<file path="src/rtl/cdb_arbiter_if.sv">
// ---------------------------------------------------------------------------
// cdb_arbiter_if
//
// Bundles the producer handshakes, the common data bus broadcast and the
// FIFO occupancy debug outputs of the CDB arbiter.
//
//   alu_valid / alu_rob_id / alu_value / alu_ready : ALU result handshake
//   lsb_valid / lsb_rob_id / lsb_value / lsb_ready : LSB result handshake
//   cdb_valid / cdb_rob_id / cdb_value / cdb_src   : registered broadcast
//   alu_count / lsb_count                          : per-source FIFO occupancy
//
// Modports:
//   master : the producer/consumer side (drives valids, observes the bus)
//   slave  : the arbiter itself
// ---------------------------------------------------------------------------
interface cdb_arbiter_if #(
    parameter int ROB_BITS   = 4,
    parameter int DEPTH_BITS = 1
);
    logic                  alu_valid;
    logic [ROB_BITS-1:0]   alu_rob_id;
    logic [31:0]           alu_value;
    logic                  alu_ready;

    logic                  lsb_valid;
    logic [ROB_BITS-1:0]   lsb_rob_id;
    logic [31:0]           lsb_value;
    logic                  lsb_ready;

    logic                  cdb_valid;
    logic [ROB_BITS-1:0]   cdb_rob_id;
    logic [31:0]           cdb_value;
    logic                  cdb_src;

    logic [DEPTH_BITS:0]   alu_count;
    logic [DEPTH_BITS:0]   lsb_count;

    modport master (
        output alu_valid, alu_rob_id, alu_value,
        output lsb_valid, lsb_rob_id, lsb_value,
        input  alu_ready, lsb_ready,
        input  cdb_valid, cdb_rob_id, cdb_value, cdb_src,
        input  alu_count, lsb_count
    );

    modport slave (
        input  alu_valid, alu_rob_id, alu_value,
        input  lsb_valid, lsb_rob_id, lsb_value,
        output alu_ready, lsb_ready,
        output cdb_valid, cdb_rob_id, cdb_value, cdb_src,
        output alu_count, lsb_count
    );
endinterface

</file>
<file path="src/rtl/cdb_arbiter.sv">
// ---------------------------------------------------------------------------
// cdb_arbiter
//
// Arbitrates the single common data bus between the ALU and the load/store
// buffer. Each source owns a small FIFO so a producer never has to drop a
// result; when a source's FIFO is empty its live input may bypass straight
// onto the bus. Contention is resolved round-robin, and a RoB clear flushes
// everything back to the reset state.
//
// Ports:
//   clk_in   : system clock
//   rst_in   : synchronous active-low reset
//   rdy_in   : global ready, all state holds while low
//   clear_in : RoB misprediction flush, synchronous
//   bus      : cdb_arbiter_if.slave (producer handshakes, CDB, counts)
// ---------------------------------------------------------------------------
module cdb_arbiter #(
    parameter int ROB_BITS   = 4,
    parameter int DEPTH      = 2,
    parameter int DEPTH_BITS = 1
) (
    input  logic            clk_in,
    input  logic            rst_in,
    input  logic            rdy_in,
    input  logic            clear_in,
    cdb_arbiter_if.slave    bus
);

    localparam logic [DEPTH_BITS:0]   FULL    = (DEPTH_BITS+1)'(DEPTH);
    localparam logic [DEPTH_BITS:0]   CNT_ONE = (DEPTH_BITS+1)'(1);
    localparam logic [DEPTH_BITS-1:0] PTR_ONE = DEPTH_BITS'(1);

    logic [ROB_BITS-1:0]   alu_mem_id  [DEPTH];
    logic [31:0]           alu_mem_val [DEPTH];
    logic [DEPTH_BITS-1:0] alu_rd_ptr, alu_wr_ptr;
    logic [DEPTH_BITS:0]   alu_cnt;

    logic [ROB_BITS-1:0]   lsb_mem_id  [DEPTH];
    logic [31:0]           lsb_mem_val [DEPTH];
    logic [DEPTH_BITS-1:0] lsb_rd_ptr, lsb_wr_ptr;
    logic [DEPTH_BITS:0]   lsb_cnt;

    // 1 = LSB was granted last, so the ALU wins the next contention
    logic                  last_grant;

    logic                  cdb_valid_q;
    logic [ROB_BITS-1:0]   cdb_rob_id_q;
    logic [31:0]           cdb_value_q;
    logic                  cdb_src_q;

    logic                  alu_ready, lsb_ready;
    logic                  alu_fire, lsb_fire;
    logic                  alu_has_head, lsb_has_head;
    logic                  alu_cand, lsb_cand;
    logic                  grant_alu, grant_lsb;
    logic                  alu_push, alu_pop, lsb_push, lsb_pop;
    logic [ROB_BITS-1:0]   alu_cand_id, lsb_cand_id;
    logic [31:0]           alu_cand_val, lsb_cand_val;

    // Ready depends only on registered occupancy and rdy_in, never on valid,
    // so producers can't form a combinational loop through it.
    always_comb begin
        alu_ready    = rdy_in && (alu_cnt < FULL);
        lsb_ready    = rdy_in && (lsb_cnt < FULL);
        alu_fire     = bus.alu_valid && alu_ready;
        lsb_fire     = bus.lsb_valid && lsb_ready;
        alu_has_head = (alu_cnt != '0);
        lsb_has_head = (lsb_cnt != '0);
        alu_cand     = alu_has_head || alu_fire;
        lsb_cand     = lsb_has_head || lsb_fire;
    end

    // The FIFO head takes precedence over the live input; bypass is only
    // offered when the FIFO is empty, which keeps per-source ordering.
    always_comb begin
        alu_cand_id  = alu_has_head ? alu_mem_id[alu_rd_ptr]  : bus.alu_rob_id;
        alu_cand_val = alu_has_head ? alu_mem_val[alu_rd_ptr] : bus.alu_value;
        lsb_cand_id  = lsb_has_head ? lsb_mem_id[lsb_rd_ptr]  : bus.lsb_rob_id;
        lsb_cand_val = lsb_has_head ? lsb_mem_val[lsb_rd_ptr] : bus.lsb_value;
    end

    // Round-robin: on contention the source that was not granted last wins.
    // Grants are suppressed while rdy_in is low so nothing pops during a stall.
    always_comb begin
        grant_alu = rdy_in && alu_cand && (!lsb_cand || last_grant);
        grant_lsb = rdy_in && lsb_cand && (!alu_cand || !last_grant);
        alu_pop   = grant_alu && alu_has_head;
        lsb_pop   = grant_lsb && lsb_has_head;
        // A fired input is enqueued unless it went straight onto the bus
        alu_push  = alu_fire && (alu_has_head || !grant_alu);
        lsb_push  = lsb_fire && (lsb_has_head || !grant_lsb);
    end

    // Control state: pointers, counts, round-robin memory and the CDB register.
    always_ff @(posedge clk_in) begin
        if (!rst_in || clear_in) begin
            alu_rd_ptr   <= '0;
            alu_wr_ptr   <= '0;
            alu_cnt      <= '0;
            lsb_rd_ptr   <= '0;
            lsb_wr_ptr   <= '0;
            lsb_cnt      <= '0;
            last_grant   <= 1'b1;
            cdb_valid_q  <= 1'b0;
            cdb_rob_id_q <= '0;
            cdb_value_q  <= '0;
            cdb_src_q    <= 1'b0;
        end else if (rdy_in) begin
            if (alu_push) alu_wr_ptr <= alu_wr_ptr + PTR_ONE;
            if (alu_pop)  alu_rd_ptr <= alu_rd_ptr + PTR_ONE;
            if (alu_push && !alu_pop)      alu_cnt <= alu_cnt + CNT_ONE;
            else if (!alu_push && alu_pop) alu_cnt <= alu_cnt - CNT_ONE;

            if (lsb_push) lsb_wr_ptr <= lsb_wr_ptr + PTR_ONE;
            if (lsb_pop)  lsb_rd_ptr <= lsb_rd_ptr + PTR_ONE;
            if (lsb_push && !lsb_pop)      lsb_cnt <= lsb_cnt + CNT_ONE;
            else if (!lsb_push && lsb_pop) lsb_cnt <= lsb_cnt - CNT_ONE;

            if (grant_alu) begin
                cdb_valid_q  <= 1'b1;
                cdb_rob_id_q <= alu_cand_id;
                cdb_value_q  <= alu_cand_val;
                cdb_src_q    <= 1'b0;
                last_grant   <= 1'b0;
            end else if (grant_lsb) begin
                cdb_valid_q  <= 1'b1;
                cdb_rob_id_q <= lsb_cand_id;
                cdb_value_q  <= lsb_cand_val;
                cdb_src_q    <= 1'b1;
                last_grant   <= 1'b1;
            end else begin
                cdb_valid_q  <= 1'b0;
            end
        end
    end

    // FIFO storage needs no reset; occupancy alone decides what is valid.
    always_ff @(posedge clk_in) begin
        if (rst_in && !clear_in && alu_push) begin
            alu_mem_id[alu_wr_ptr]  <= bus.alu_rob_id;
            alu_mem_val[alu_wr_ptr] <= bus.alu_value;
        end
        if (rst_in && !clear_in && lsb_push) begin
            lsb_mem_id[lsb_wr_ptr]  <= bus.lsb_rob_id;
            lsb_mem_val[lsb_wr_ptr] <= bus.lsb_value;
        end
    end

    assign bus.alu_ready  = alu_ready;
    assign bus.lsb_ready  = lsb_ready;
    assign bus.cdb_valid  = cdb_valid_q;
    assign bus.cdb_rob_id = cdb_rob_id_q;
    assign bus.cdb_value  = cdb_value_q;
    assign bus.cdb_src    = cdb_src_q;
    assign bus.alu_count  = alu_cnt;
    assign bus.lsb_count  = lsb_cnt;

endmodule

</file>
<file path="src/flat_wrapper.sv">
// flat-port wrapper written by rule: the top's interface ports become plain ports
module cdb_arbiter_flat 
#(
    parameter int ROB_BITS   = 4,
    parameter int DEPTH      = 2,
    parameter int DEPTH_BITS = 1
)
  (clk_in, rst_in, rdy_in, clear_in, bus_alu_valid, bus_alu_rob_id, bus_alu_value, bus_lsb_valid, bus_lsb_rob_id, bus_lsb_value, bus_alu_ready, bus_lsb_ready, bus_cdb_valid, bus_cdb_rob_id, bus_cdb_value, bus_cdb_src, bus_alu_count, bus_lsb_count);
  cdb_arbiter_if #(.ROB_BITS(ROB_BITS), .DEPTH_BITS(DEPTH_BITS)) bus_i ();
  input  logic clk_in;
  input  logic rst_in;
  input  logic rdy_in;
  input  logic clear_in;
  input wire logic [$bits(bus_i.alu_valid)-1:0] bus_alu_valid;
  input wire logic [$bits(bus_i.alu_rob_id)-1:0] bus_alu_rob_id;
  input wire logic [$bits(bus_i.alu_value)-1:0] bus_alu_value;
  input wire logic [$bits(bus_i.lsb_valid)-1:0] bus_lsb_valid;
  input wire logic [$bits(bus_i.lsb_rob_id)-1:0] bus_lsb_rob_id;
  input wire logic [$bits(bus_i.lsb_value)-1:0] bus_lsb_value;
  output wire logic [$bits(bus_i.alu_ready)-1:0] bus_alu_ready;
  output wire logic [$bits(bus_i.lsb_ready)-1:0] bus_lsb_ready;
  output wire logic [$bits(bus_i.cdb_valid)-1:0] bus_cdb_valid;
  output wire logic [$bits(bus_i.cdb_rob_id)-1:0] bus_cdb_rob_id;
  output wire logic [$bits(bus_i.cdb_value)-1:0] bus_cdb_value;
  output wire logic [$bits(bus_i.cdb_src)-1:0] bus_cdb_src;
  output wire logic [$bits(bus_i.alu_count)-1:0] bus_alu_count;
  output wire logic [$bits(bus_i.lsb_count)-1:0] bus_lsb_count;
  assign bus_i.alu_valid = bus_alu_valid;
  assign bus_i.alu_rob_id = bus_alu_rob_id;
  assign bus_i.alu_value = bus_alu_value;
  assign bus_i.lsb_valid = bus_lsb_valid;
  assign bus_i.lsb_rob_id = bus_lsb_rob_id;
  assign bus_i.lsb_value = bus_lsb_value;
  assign bus_alu_ready = bus_i.alu_ready;
  assign bus_lsb_ready = bus_i.lsb_ready;
  assign bus_cdb_valid = bus_i.cdb_valid;
  assign bus_cdb_rob_id = bus_i.cdb_rob_id;
  assign bus_cdb_value = bus_i.cdb_value;
  assign bus_cdb_src = bus_i.cdb_src;
  assign bus_alu_count = bus_i.alu_count;
  assign bus_lsb_count = bus_i.lsb_count;
  cdb_arbiter #(.ROB_BITS(ROB_BITS), .DEPTH(DEPTH), .DEPTH_BITS(DEPTH_BITS)) u_core (.clk_in(clk_in), .rst_in(rst_in), .rdy_in(rdy_in), .clear_in(clear_in), .bus(bus_i));
endmodule
</file>
<file path="config.mk">
export PLATFORM = sky130hd
export DESIGN_NAME = cdb_arbiter_flat
export DESIGN_NICKNAME = d
export VERILOG_FILES = /design/src/rtl/cdb_arbiter_if.sv /design/src/rtl/cdb_arbiter.sv /design/src/flat_wrapper.sv
export SDC_FILE = /design/constraint.sdc
export NUM_CORES = 1
export LEC_CHECK = 0
export ABC_AREA = 1
export CORE_AREA = 2 2 153 155
export DETAILED_ROUTE_END_ITERATION = 8
export DIE_AREA = 0 0 155 157
export PLACE_DENSITY = 0.59
export SLEW_MARGIN = 25
export SYNTH_ARGS = -nofsm -noshare
export SYNTH_HDL_FRONTEND = slang
export SYNTH_SLANG_ARGS = --single-unit
export TNS_END_PERCENT = 5
</file>
<file path="constraint.sdc">
create_clock -name clk_in -period 8.3 [get_ports clk_in]
set_clock_uncertainty 0.2 [all_clocks]
set_input_delay 0.83 -clock clk_in [delete_from_list [all_inputs] [get_ports clk_in]]
set_output_delay 0.83 -clock clk_in [all_outputs]
set_load 0.05 [all_outputs]
</file>
Word-level counts from Yosys, hierarchy flattened:

Memory sizes are Yosys's and may differ from the RTL's. A register that Yosys moved wholly into a read port is not among the register bits.
Cells that the tools add are included.

* reductions and logical operators: 49
* magnitude comparators: 2
* add/subtract/negate cells: 8
* mux-type cells: 28

Operators by type and width (number)
* $mux W32: 4
* $logic_and A1 B1 Y1: 19
* $mux W1: 16
* $mux W4: 4
* $reduce_and A2 Y1: 7
* $logic_not A1 Y1: 11
* $reduce_bool A2 Y1: 5
* $mux W2: 4
* $logic_or A1 B1 Y1: 7
* $add A1 B1 Y1 const B: 4
* $add A2 B1 Y2 const B: 2
* $lt A2 B2 Y1 const B: 2
* $sub A2 B1 Y2 const B: 2

* memory bits (writable): 144
* output and inout port bits: 44
* memories kept: 4
* flip-flop bits (word level): 47

Memory list
* u_core.alu_mem_val: words 2, width 32, read ports 1, clocked after memory_dff 1, write ports 1, RTL line cdb_arbiter.sv:34 `logic [31:0] alu_mem_val [DEPTH];`
* u_core.lsb_mem_val: words 2, width 32, read ports 1, clocked after memory_dff 1, write ports 1, RTL line cdb_arbiter.sv:39 `logic [31:0] lsb_mem_val [DEPTH];`
* u_core.alu_mem_id: words 2, width 4, read ports 1, clocked after memory_dff 1, write ports 1, RTL line cdb_arbiter.sv:33 `logic [ROB_BITS-1:0] alu_mem_id [DEPTH];`
* u_core.lsb_mem_id: words 2, width 4, read ports 1, clocked after memory_dff 1, write ports 1, RTL line cdb_arbiter.sv:38 `logic [ROB_BITS-1:0] lsb_mem_id [DEPTH];`

Longest topological paths before layout:

* depth in word-level cells: 14
* depth in mapped cells: 15
* depth with buffers taken out: 14

Worst setup path after synthesis:

Ideal clock, no wire load.

* kind: input to register
* start: input bus_lsb_valid
* end: memory u_core.alu_mem_id[1][0], enable pin
* slack: 3697 ps
* arrival: 3929 ps
* stages on the path: 7
* path through: nand3_1 -> nand2_1 -> nand2_1 -> buf_2 -> nand3_1 -> nand2_1 -> nor3_1

* word-level cells in the longest chain between the ends: 11

RTL lines
* start, declared: RTL line flat_wrapper.sv:17 `input wire logic [$bits(bus_i.lsb_valid)-1:0] bus_lsb_valid;`
* $logic_and A1 B1 Y1: RTL line cdb_arbiter.sv:66 `lsb_fire = bus.lsb_valid && lsb_ready;`
* $logic_or A1 B1 Y1: RTL line cdb_arbiter.sv:70 `lsb_cand = lsb_has_head || lsb_fire;`
* $logic_not A1 Y1: RTL line cdb_arbiter.sv:85 `grant_alu = rdy_in && alu_cand && (!lsb_cand || last_grant);`
* $logic_or A1 B1 Y1: RTL line cdb_arbiter.sv:85
* $logic_and A1 B1 Y1: RTL line cdb_arbiter.sv:85
* $logic_not A1 Y1: RTL line cdb_arbiter.sv:90 `alu_push = alu_fire && (alu_has_head || !grant_alu);`
* $logic_or A1 B1 Y1: RTL line cdb_arbiter.sv:90
* $logic_and A1 B1 Y1: RTL line cdb_arbiter.sv:90
* $logic_and A1 B1 Y1: RTL line cdb_arbiter.sv:139 `if (rst_in && !clear_in && alu_push) begin`
* $mux W1: RTL line cdb_arbiter.sv:139
* $mux W1 (not written as such): RTL line cdb_arbiter.sv:140 `alu_mem_id[alu_wr_ptr] <= bus.alu_rob_id;`
* end, declared: RTL line cdb_arbiter.sv:33

Every way passes these cells.

Worst setup path in the final report:

* start: input rdy_in
* end: output bus_lsb_ready

* word-level cells in the longest chain between the ends: 1

RTL lines
* start, declared: RTL line flat_wrapper.sv:12 `input logic rdy_in;`
* $logic_and A1 B1 Y1: RTL line cdb_arbiter.sv:64 `lsb_ready = rdy_in && (lsb_cnt < FULL);`
* end, declared: RTL line flat_wrapper.sv:21 `output wire logic [$bits(bus_i.lsb_ready)-1:0] bus_lsb_ready;`

Every way passes these cells.

==> results.yml <==
status:
  status: "finished, final reports clean"
sta:
  worstMarginPinSlew_ns: 0.737
  slew_headroom: 0.507
  hold_viol_final: 0
  rsz0062_at_grt: "no"
  min_period_over_period: 0.420
  finalWorstSetupSlack_ns: 4.81
  fin_tns_setup_ns: 0
  slew_viol_final: 0
  finalSetupViolations: 0
  fin_crit_ns: 3.49
  hold_slack_ns: 0.276
  fmax_ghz: 0.287
clock_tree:
  clk_pin_slew_ns: 0.07
  cts_buffer_depth: 2
  root_buffer: "clkbuf_16"
  post_cts_buffers: 0
  cts_tree: "built"
  cts_buffers: 17
  clock_latency_ns: 0.43
  cts_hold_buf: 0
  cts_resized: 0
  cts_max_level: 4
  clkSinkCount: 193
die:
  io_pins: 122
  rows: 55
  core_area_um2: 22500
  dieWidth_um: 155
  die_h_um: 157
  initial_core_util: 0.396
  fp.dieArea_um2: 24300
global_routing:
  grt_antenna_before_repair: 0
  gr-total-overflow: 0
  grt_max_degree: 77
  grt_pass1_vias: 6217
  grt_pass1_wl_mm: 33.4
  grt.total_usage: 0.180
final_layout:
  area_growth_syn_to_layout_pct: 21.9
  final_core_util: 0.483
  drive_gt1_frac: 0.0502
  antenna_cells: 0
  fin_nets: 1202
logic_synthesis:
  synth_cell_types: 24
  synthAdderAreaFrac: 0.00281
  syn_area_um2: 8910
  synth_top_family_by_area: "simple AND/OR/NAND/NOR gates"
  synthSimpleGateAreaFrac: 0.261
  syn_inst: 1026
  ys_ff_latch: 193
  synth-compound-area-share: 0.0507
  synth_mux_area_frac: 0
  synth_area_per_cell_um2: 8.68
  yosys_warnings: 0
  synthXorXnorAreaFrac: 0
  syn_nets: 1106
  ys_seq_area_frac: 0.596
power_and_ir_drop:
  power_density_nw_per_um2: 192
  ir_drop_mv: 0.123
  leakage_uw: 0.00471
place:
  pre_cts_slack_ns: 4.75
  hpwl_mm: 13.9
  gp_congestion: 0.836
  io_buffers: 121
critical_path:
  start_kind: "input port"
  r2r_cells: 15
  worstPathArrival_ns: 2.46
  r2r_start: "u_core.bus.lsb_count[1]"
  crit_type: "in2out"
  r2r_end: "u_core.bus.alu_count[1]"
  r2r_setup_slack_ns: 5.19
  cp-end-kind: "output port"
  cp.required_ns: 7.27
  worstPathMaxFanout: 6
worst_hold_path:
  whs_path_depth: 2
  hold_start: "u_core.alu_wr_ptr"
  hp-class: "reg2reg"
  holdPathEnd: "u_core.alu_wr_ptr"
drt:
  viasPerCell: 4.76
  firstDrtPassIters: 5
  drtAntennaViolNets: 0
  drtIter0Drc: 397
  drc: 0
  drt-total-wl_mm: 21.9
  vias: 6763
  wl_per_cell_um: 15.4
flow_run:
  maxCapViolCount: 0
==> cell families after synthesis <==
family,after synthesis
and+or+nand+nor,550
DFF,193
buffers and inverters,192
AOI/OAI and AO/OA,89
adders and majority gates,2
==> worst max-delay path by stage <==
| stage | startpoint | depth (start not counted) | slack (ns) | end |
|---|---|---|---|---|
| CTS | rdy_in | 4 | 4.80 | bus_lsb_ready |
| global placement | rdy_in | 15 | 4.80 | u_core.bus.alu_count[1] |
| finish | rdy_in | 4 | 4.81 | bus_lsb_ready |
| global route | rdy_in | 4 | 4.74 | bus_alu_ready |
| floorplan | bus_lsb_valid | 7 | 3.70 | u_core.alu_mem_id[1][0] |
| detailed placement | rdy_in | 15 | 4.75 | u_core.bus.alu_count[1] |
==> cells in the mapped netlist <==
master      n  share of area
a21oi_1    10         0.0056
a21oi_2     1        0.00098
buf_1       4         0.0017
buf_2      29          0.016
buf_4       7         0.0059
buf_6       3         0.0038
clkbuf_1   16         0.0067
clkinv_1   21         0.0088
dfxtp_1    49           0.11
edfxtp_1  144           0.49
ha_1        2         0.0028
inv_1     111          0.047
inv_2       1        0.00042
nand2_1   414           0.17
nand2_2     1        0.00070
nand3_1    80          0.045
nand3_2     1         0.0011
nand3b_1   36          0.030
nand4_1     4         0.0028
nor2_1     12         0.0051
nor3_1      2         0.0011
o211ai_1    1        0.00084
o21ai_0    63          0.035
o21ai_1    14         0.0079
==> per-layer routing <==
layer | track usage | share of wire | up-vias | wire (µm)
met1 | 0.232 | 0.44 | 3062 | 9730
met3 | 0.0333 | 0.053 | 29 | 1170
met5 | 0 | 0 | - | 0
met2 | 0.303 | 0.48 | 201 | 10500
li1 | - | - | 3471 | -
met4 | 0.0657 | 0.022 | 0 | 483
==> sequential cells by signal, summed over array words and instances, names as in the netlist, named ones only <==
| signal | flops |
|---|---|
| u_core.bus.alu_count | 2 |
| u_core.lsb_wr_ptr | 1 |
| u_core.alu_mem_val | 64 |
| u_core.bus.lsb_count | 2 |
| u_core.lsb_mem_val | 64 |
| u_core.last_grant | 1 |
| u_core.bus.cdb_rob_id | 4 |
| u_core.bus.cdb_value | 32 |
| u_core.alu_mem_id | 8 |
| u_core.lsb_mem_id | 8 |
| u_core.lsb_rd_ptr | 1 |
| u_core.alu_wr_ptr | 1 |
| u_core.alu_rd_ptr | 1 |
| u_core.bus.cdb_src | 1 |
| u_core.bus.cdb_valid | 1 |
==> layout make-up <==
class                   instances  area, µm²
repair buffers                136       1320
well taps                     285        357
fillers                      2125      11600
multi-input cells             641       2830
flip-flops and latches        193       5310
clock inverters                15        124
clock buffers                  17        425
inverters                     133        499
==> worst max-delay path, stage by stage <==
cell and delay [ns]:
clkdlybuf4s50_1 0.59, inv_2 0.12, nor2_1 0.10, clkdlybuf4s50_1 0.81
==> stage by stage <==
stage | power, µW | std cells | cell area [µm²]
global route | 2160 | 1420 | 10900
floorplan | 1230 | 1026 | 8910
global placement | 1340 | 1388 | 10300
CTS | 2100 | 1420 | 10900
finish | 2090 | 1420 | 10900
detailed placement | 1340 | 1388 | 10300
==> layout by cell type, fill, tap and decap left out, drive strengths merged <==
master / count
o211ai: 1
clkinvlp: 4
ha: 2
o21ai: 77
edfxtp: 144
buf: 15
nor3: 2
a21oi: 11
clkinv: 25
clkdlybuf4s50: 121
inv: 119
nor2: 12
nand4: 4
nand3b: 36
nand2: 415
clkbuf: 17
nand3: 81
dfxtp: 49
==> power breakdown <==
| group | leakage [µW] | switching [µW] | internal [µW] |
|---|---|---|---|
| Sequential | 0.00170 | 9.36 | 1050 |
| Clock | 0.000261 | 379 | 392 |
| Combinational | 0.00275 | 156 | 95.7 |
(Power assumes the default switching activity.)
